### config.mk
export PLATFORM = sky130hd
export DESIGN_NAME = i2c_bit_ctrl
export DESIGN_NICKNAME = d
export VERILOG_FILES = /design/src/rtl/i2c_bit_ctrl.sv
export SDC_FILE = /design/constraint.sdc
export NUM_CORES = 1
export LEC_CHECK = 0
export BUFFER_PORTS_ARGS = -buffer_cell sky130_fd_sc_hd__buf_4
export CAP_MARGIN = 40
export CORE_MARGIN = 4
export CORE_UTILIZATION = 30
export CTS_BUF_LIST = sky130_fd_sc_hd__clkbuf_4
export CTS_CLUSTER_SIZE = 10
export DETAILED_ROUTE_END_ITERATION = 8
export GPL_ROUTABILITY_DRIVEN = 0
export SETUP_SLACK_MARGIN = 0.1
export SYNTH_ARGS = -nofsm -noshare
export SYNTH_HDL_FRONTEND = slang
export SYNTH_SLANG_ARGS = --single-unit
### constraint.sdc
create_clock -name clk_i -period 2.44 [get_ports clk_i]
set_clock_uncertainty 0.15 [all_clocks]
set_input_delay 0.488 -clock clk_i [delete_from_list [all_inputs] [get_ports clk_i]]
set_output_delay 0.488 -clock clk_i [all_outputs]
set_load 0.02 [all_outputs]
### src/rtl/i2c_bit_ctrl.sv
// Bit-level I2C engine: turns one START/STOP/WRITE/READ command into four timed
// open-drain phases, with clock stretching, arbitration-loss detection and bus-busy tracking.
module i2c_bit_ctrl #(
    parameter int DIV_W       = 16,
    parameter int SYNC_STAGES = 2
) (
    input  logic             clk_i,
    input  logic             rst_i,
    input  logic [DIV_W-1:0] div_i,
    input  logic             cmd_valid_i,
    input  logic [1:0]       cmd_i,
    input  logic             wr_bit_i,
    output logic             cmd_ready_o,
    output logic             done_o,
    output logic             rd_bit_o,
    output logic             arb_lost_o,
    output logic             bus_busy_o,
    input  logic             scl_i,
    input  logic             sda_i,
    output logic             scl_oe_o,
    output logic             sda_oe_o
);

    localparam int SS = (SYNC_STAGES < 2) ? 2 : SYNC_STAGES;

    localparam logic [1:0] CMD_START = 2'b00;
    localparam logic [1:0] CMD_STOP  = 2'b01;
    localparam logic [1:0] CMD_WRITE = 2'b10;

    typedef enum logic [2:0] {IDLE, PH_A, PH_B, PH_C, PH_D} state_t;

    // Handshake: a command is taken on the rising edge where cmd_valid_i and
    // cmd_ready_o are both 1; ready is high only in IDLE.
    state_t           state;
    logic [DIV_W-1:0] cnt;
    logic [DIV_W-1:0] div_q;
    logic [1:0]       cmd_q;
    logic             wr_q;

    logic [SS-1:0] scl_sync;
    logic [SS-1:0] sda_sync;
    logic          scl_s;
    logic          sda_s;
    logic          sda_prev;

    logic masked;
    logic hold;
    logic phase_end;
    logic arb_hit;

    // Returns {scl_oe, sda_oe} for a phase; 1 pulls the line low.
    function automatic logic [1:0] drive(input logic [1:0] c, input logic b, input state_t s);
        logic outer;
        outer = (s == PH_A) || (s == PH_D);
        case (c)
            CMD_START: drive = (s == PH_A) ? 2'b00 : ((s == PH_D) ? 2'b11 : 2'b01);
            CMD_STOP:  drive = (s == PH_A) ? 2'b11 : ((s == PH_B) ? 2'b01 : 2'b00);
            CMD_WRITE: drive = {outer, ~b};
            default:   drive = {outer, 1'b0};
        endcase
    endfunction

    function automatic state_t next_phase(input state_t s);
        case (s)
            PH_A:    next_phase = PH_B;
            PH_B:    next_phase = PH_C;
            PH_C:    next_phase = PH_D;
            default: next_phase = IDLE;
        endcase
    endfunction

    always_ff @(posedge clk_i or posedge rst_i) begin
        if (rst_i) begin
            scl_sync <= '1;
            sda_sync <= '1;
            sda_prev <= 1'b1;
        end else begin
            scl_sync <= {scl_sync[SS-2:0], scl_i};
            sda_sync <= {sda_sync[SS-2:0], sda_i};
            sda_prev <= sda_s;
        end
    end

    assign scl_s = scl_sync[SS-1];
    assign sda_s = sda_sync[SS-1];

    // The first SS cycles of a phase still see the previous phase's line level
    // through the synchronizer, so stretching and arbitration ignore them.
    assign masked    = (cnt < DIV_W'(SS));
    assign hold      = !scl_oe_o && !scl_s && !masked;
    assign phase_end = (cnt == div_q) && !hold;
    assign arb_hit   = !masked && !sda_oe_o && !sda_s &&
                       (((cmd_q == CMD_WRITE) && wr_q && ((state == PH_B) || (state == PH_C))) ||
                        ((cmd_q == CMD_STOP) && ((state == PH_C) || (state == PH_D))));

    always_ff @(posedge clk_i or posedge rst_i) begin
        if (rst_i) begin
            bus_busy_o <= 1'b0;
        end else if (scl_s && !sda_prev && sda_s) begin
            bus_busy_o <= 1'b0;
        end else if (scl_s && sda_prev && !sda_s) begin
            bus_busy_o <= 1'b1;
        end
    end

    always_ff @(posedge clk_i or posedge rst_i) begin
        if (rst_i) begin
            state       <= IDLE;
            cnt         <= '0;
            div_q       <= '0;
            cmd_q       <= CMD_START;
            wr_q        <= 1'b0;
            scl_oe_o    <= 1'b0;
            sda_oe_o    <= 1'b0;
            cmd_ready_o <= 1'b1;
            done_o      <= 1'b0;
            arb_lost_o  <= 1'b0;
            rd_bit_o    <= 1'b0;
        end else begin
            done_o     <= 1'b0;
            arb_lost_o <= 1'b0;
            if (state == IDLE) begin
                if (cmd_valid_i && cmd_ready_o) begin
                    state                <= PH_A;
                    cnt                  <= '0;
                    div_q                <= div_i;
                    cmd_q                <= cmd_i;
                    wr_q                 <= wr_bit_i;
                    cmd_ready_o          <= 1'b0;
                    {scl_oe_o, sda_oe_o} <= drive(cmd_i, wr_bit_i, PH_A);
                end
            end else if (arb_hit) begin
                state       <= IDLE;
                cnt         <= '0;
                scl_oe_o    <= 1'b0;
                sda_oe_o    <= 1'b0;
                cmd_ready_o <= 1'b1;
                arb_lost_o  <= 1'b1;
            end else if (phase_end) begin
                cnt <= '0;
                if ((state == PH_B) && (cmd_q == 2'b11)) begin
                    rd_bit_o <= sda_s;
                end
                if (state == PH_D) begin
                    state       <= IDLE;
                    done_o      <= 1'b1;
                    cmd_ready_o <= 1'b1;
                end else begin
                    state                <= next_phase(state);
                    {scl_oe_o, sda_oe_o} <= drive(cmd_q, wr_q, next_phase(state));
                end
            end else if (!hold) begin
                cnt <= cnt + 1'b1;
            end
        end
    end

endmodule
; Word level (Yosys, flattened, before mapping)
; Cells that the tools add are included.
[classes]
n_addsub = 1
bitwise_logic = 4
mux = 44
n_lt_le_gt_ge = 1
n_reduce_logical = 38
n_eq_ne = 16
[ops]
columns = cell, n
row1 = 16-bit 2-to-1 mux, 5
row2 = 3-bit 2-to-1 mux, 9
row3 = 1-bit 2-to-1 mux, 24
row4 = "16-bit by 1-bit adder with 16-bit output, second input constant", 1
row5 = 16-bit equality test, 1
row6 = "16-bit by 2-bit less-than comparator with 1-bit output, second input constant", 1
row7 = 1-bit logical AND, 15
row8 = 2-bit one-hot mux with 3 select lines, 2
row9 = "3-bit by 2-bit equality test with 1-bit output, second input constant", 3
row10 = 3-bit one-hot mux with 3 select lines, 1
row11 = 1-bit zero test, 7
row12 = "2-bit equality test, second input constant", 3
row13 = "3-bit by 1-bit equality test with 1-bit output, second input constant", 2
row14 = "3-bit equality test, second input constant", 2
row15 = 2-bit 2-to-1 mux, 3
row16 = 2-bit AND reduction, 3
row17 = 3-bit AND reduction, 2
row18 = 3-bit nonzero test, 2
row19 = "2-bit by 1-bit equality test with 1-bit output, second input constant", 2
row20 = 2-bit zero test, 2
row21 = 1-bit logical OR, 4
row22 = "4-bit by 1-bit != test with 1-bit output, second input constant", 1
row23 = 1-bit NOT, 4
row24 = 4-bit AND reduction, 1
row25 = 4 further kinds, 4
[totals]
out_inout_bits = 7
word_cells = 119
register_bits = 50
input_bits = 24

; Depth between registers and ports, before layout
[logic_depth]
word_depth = 16
ltp_mapped = 8
depth_no_buf = 6

; Least setup slack after synthesis
; Ideal clock, no wire load.
[synth_path]
kind = register to register
from = register cnt[3]
to = register scl_oe_o
setup_time_ns = 0.128
path_stages_with_launch = 8
n_path_buf = 1
t_required_ns = 2.162
arrival_ns = 1.777
slack_ns = 0.385
synth_period_minus_slack_ns = 2.055
path_cell_list = dfrtp_1 > buf_6 > xnor2_4 > nand4_2 > nor4_4 > nand2_2 > o21ai_2 > mux2_1
[synth_between]
elab_chain_cells = 7
word_cells_on_any_way = 14
classes_between = order compare: 1 / eq/ne: 2 / mux: 2 / reduce/logical: 9
[synth_rtl]
columns = item, line
row1 = from (decl), 35  ; logic [DIV_W-1:0] cnt;
row2 = from (signal assigned), 153  ; cnt <= cnt + 1'b1;
row3 = 16-bit by 2-bit less-than comparator with 1-bit output, 89  ; assign masked = (cnt < DIV_W'(SS));
row4 = 1-bit zero test, "90, 92"
row5 = "1-bit logical AND, on equally long branches", "92, 90"
row6 = 1-bit logical AND or 1-bit zero test (tied branches), -
row7 = "1-bit logical AND, on equally long branches", "92, 91"
row8 = "3-bit by 2-bit != test with 1-bit output (no line), or another cell as far along", -
row9 = 3-bit AND reduction (no line) or 1-bit 2-to-1 mux (tied branches), -
row10 = to (signal assigned), 130  ; {scl_oe_o, sda_oe_o} <= drive(cmd_i, wr_bit_i, PH_A);
row11 = to (signal assigned), 150  ; {scl_oe_o, sda_oe_o} <= drive(cmd_q, wr_q, next_phase(state));
row12 = to (decl), 20  ; output logic scl_oe_o,
; Several ways; a longest one is shown, not always the timed one.
; A chain may end at the register's enable or synchronous reset.

; Final worst setup path
[layout_path]
from = register cnt[11]
to = register scl_oe_o
; Same word-level chain as after synthesis.

==> impl_metrics.ini <==
[drt]
drc = 0
vias = 2019
wl_per_cell_um = 14.3
ant_nets = 0
totalWireLength_um = 5890
drt_iter0_drc = 109
firstDrtPassIters = 4
vias_per_cell = 4.91

[timing]
final.setup.tns_ps = 0
min_period_over_period_pct = 91.5
finalHoldViolations = 0
finalSetupViolations = 0
drv_slew = 0
slew_headroom_pct = 57.5
clock.fmax_mhz = 448
rsz0062_at_grt = false
period_needed_ps = 2230
tightest_slew_ps = 636
holdWs_ps = 39.3

[power]
power.density_mw_per_mm2 = 414
peakVddDrop_mv = 0.227
leakagePower_nw = 1.39

[clock_tree]
cts.sinks = 50
htreeDepth = 2
cts-root-buf = clkbuf_4
clkTransAtPathRegs_ps = 150
cts_buffer_depth = 2
cts_made_buffers = 5
cts_tree = built
clk_latency_ps = 370
holdBufCountCts = 0

[placement]
port_buffers = 30
hpwlAfterDp_um = 4340

[outcome]
status = finished clean

[grt]
grt_pass1_vias = 2000
overflow = 0
grt_usage_pct = 12.1
grt_pass1_wl_um = 9950
antenna_found_initial = 0
grt_max_degree = 28

[yosys]
synth_xor_area_share_pct = 10.1
ys_seq_elements = 50
syn_area_sq_mm = 0.00261
synthAdderAreaFrac_pct = 0.480
synth.avg_cell_area_sq_um = 9.77
ys_seq_area_share_pct = 48.2
netlist.area_leader.share_pct = 42.2
ys_warn_count = 0
yosysTopAreaCell = dfrtp_1
synth_area_leaders = dfrtp_1 (42%), nand2_1 (9.8%), dfstp_2 (6.0%)
synth_compound_area_share_pct = 7.29
synth.distinct_cells = 53
synth.area.mux_share_pct = 2.49
synth_cells = 267
synth_top_family_by_area = simple AND/OR/NAND/NOR gates
syn-num-nets = 292
synthSimpleGateAreaFrac_pct = 28.4

[hold_path]
hold_path.class = in -> async

[cells_and_area]
register_area_sq_mm = 0.00126
fillCellCount = 875
final_nets = 330
antenna_cells = 0
multiInputGateArea_sq_mm = 0.00128
area_delta_synth_final_pct = 18.3
drive_above_1_share_pct = 28.1

[setup_path]
startpoint_type = register
end_kind = register
cp_cell_sequence = xnor2_1, nand4_2, nor4_4, nand2_4, o21ai_2, mux2_1
worst_path_largest_cell_delay_ps = 490
crit_fanout = 8
cp_slowest_cell = dfrtp_1
path_delay_family = simple AND/OR/NAND/NOR gates
critical_path_class = reg -> reg
worst-path-buf-inv = 0
crit_required_ps = 2550
arrival_ps = 2350

[die]
start_util_pct = 31.3
placement_rows = 33
die_h_um = 101
dieArea_sq_mm = 0.0103
ios = 31
fp.coreArea_sq_mm = 0.00834
die_x_um = 101

[flow_run]
cap_violations = 0
## final timing paths
kind / slack [ps] / endpoint / cells past startpoint / startpoint
max in group asynchronous: 1550 / cnt[5] / 3 / rst_i
hold / removal: 40 / bus_busy_o / 2 / rst_i
setup / recovery: 210 / scl_oe_o / 6 / cnt[11]
hold reg to reg: 220 / sda_sync[1] / 0 / sda_sync[0]
min in group clk_i: 70 / sda_sync[0] / 1 / sda_i
setup reg to reg: 210 / scl_oe_o / 6 / cnt[11]
## kinds of logic after synthesis
| family | count (synthesis) |
|---|---|
| AND/OR/NAND/NOR | 141 |
| flip-flops | 50 |
| XOR/XNOR | 27 |
| multiplexers | 6 |
| adder cells (fa/ha/maj) | 1 |
| AO/OA/AOI/OAI | 27 |
| buffers and inverters | 15 |
## final cells by class
class / instances / share of cell area (%)
well taps: 105 / 4.26
flip-flops and latches: 50 / 40.9
clock inverters: 3 / 0.527
inverters: 4 / 0.487
clock buffers: 5 / 1.22
multi-input cells: 202 / 41.6
repair buffers: 42 / 11.0
## stage by stage
stage / setup WS [ps] / cells / cell area (sq um) / total power [mW] / util (%)
after floorplan: 385 / 267 / 2610 / 0.876 / -
after global placement: 156 / 399 / 2990 / 0.919 / 35.8
after detailed placement: 140 / 399 / 2990 / 0.920 / 35.8
after CTS: 127 / 407 / 3040 / 1.30 / 36.5
after global routing: 76.1 / 411 / 3090 / 1.34 / 37.0
final: 207 / 411 / 3090 / 1.28 / 37.0
## what timing repair did
action | CTS | global route
gates resized for setup | 0 | 4
setup endpoints to repair | 0 | 18
setup buffers | 0 | 4
hold endpoints to repair | 0 | 0
## sequential cells by signal (all words and copies together) (netlist names)
name	cells
cnt	16
div_q	16
state	3
cmd_q	2
scl_sync	2
sda_sync	2
arb_lost_o	1
bus_busy_o	1
cmd_ready_o	1
done_o	1
rd_bit_o	1
scl_oe_o	1
sda_oe_o	1
sda_prev	1
wr_q	1
## cell usage after synthesis, drive strengths merged
| master | count |
|---|---|
| or3 | 1 |
| nand2b | 2 |
| nand4 | 14 |
| inv | 4 |
| and3 | 5 |
| a22o | 1 |
| a2111o | 1 |
| a31oi | 1 |
| nand3 | 6 |
| buf | 7 |
| nand2 | 69 |
| dfstp | 6 |
| a2bb2oi | 1 |
| a21oi | 7 |
| nor3 | 5 |
| nor2 | 20 |
| and4bb | 1 |
| or2 | 2 |
| a41oi | 1 |
| nand4b | 2 |
| ha | 1 |
| nor4 | 5 |
| o32ai | 1 |
| nor2b | 1 |
| a21o | 1 |
| a311oi | 1 |
| and4 | 3 |
| clkbuf | 4 |
| o21ai | 11 |
| xnor2 | 17 |
| and2 | 3 |
| o2111ai | 1 |
| mux2i | 2 |
| dfrtp | 44 |
| xor2 | 10 |
| mux2 | 4 |
| and3b | 2 |
## cells in the final DEF, fill, tap and decap left out, types with 3 or more instances in the layout
master	n
nor2_2	11
nor2_1	8
nand4_1	12
dfrtp_1	42
clkbuf_4	5
o21ai_0	7
nand3_1	6
nor3_1	5
xnor2_1	15
and3_1	5
inv_1	3
a21oi_1	6
dfstp_2	6
nand2_1	68
mux2_1	3
xor2_1	10
buf_4	40
## worst reg2reg max path: stages (launching register included)
cell     delay [ps]
dfrtp_1         490
xnor2_1         230
nand4_2         150
nor4_4          440
nand2_4         150
o21ai_2         180
mux2_1          340
## report_power, final
part	switching, mW	leakage [nW]	internal, mW
clock network	0.267	0.0286	0.108
registers	0.00402	0.632	0.839
logic	0.0290	0.733	0.0318
## routing by layer
metal	wire length (um)	track usage [%]
met5	0	0
met4	64	4.09
met3	266	2.07
met2	2810	18.9
met1	2760	17.0
No activity file was read; power rests on OpenSTA's default activity.
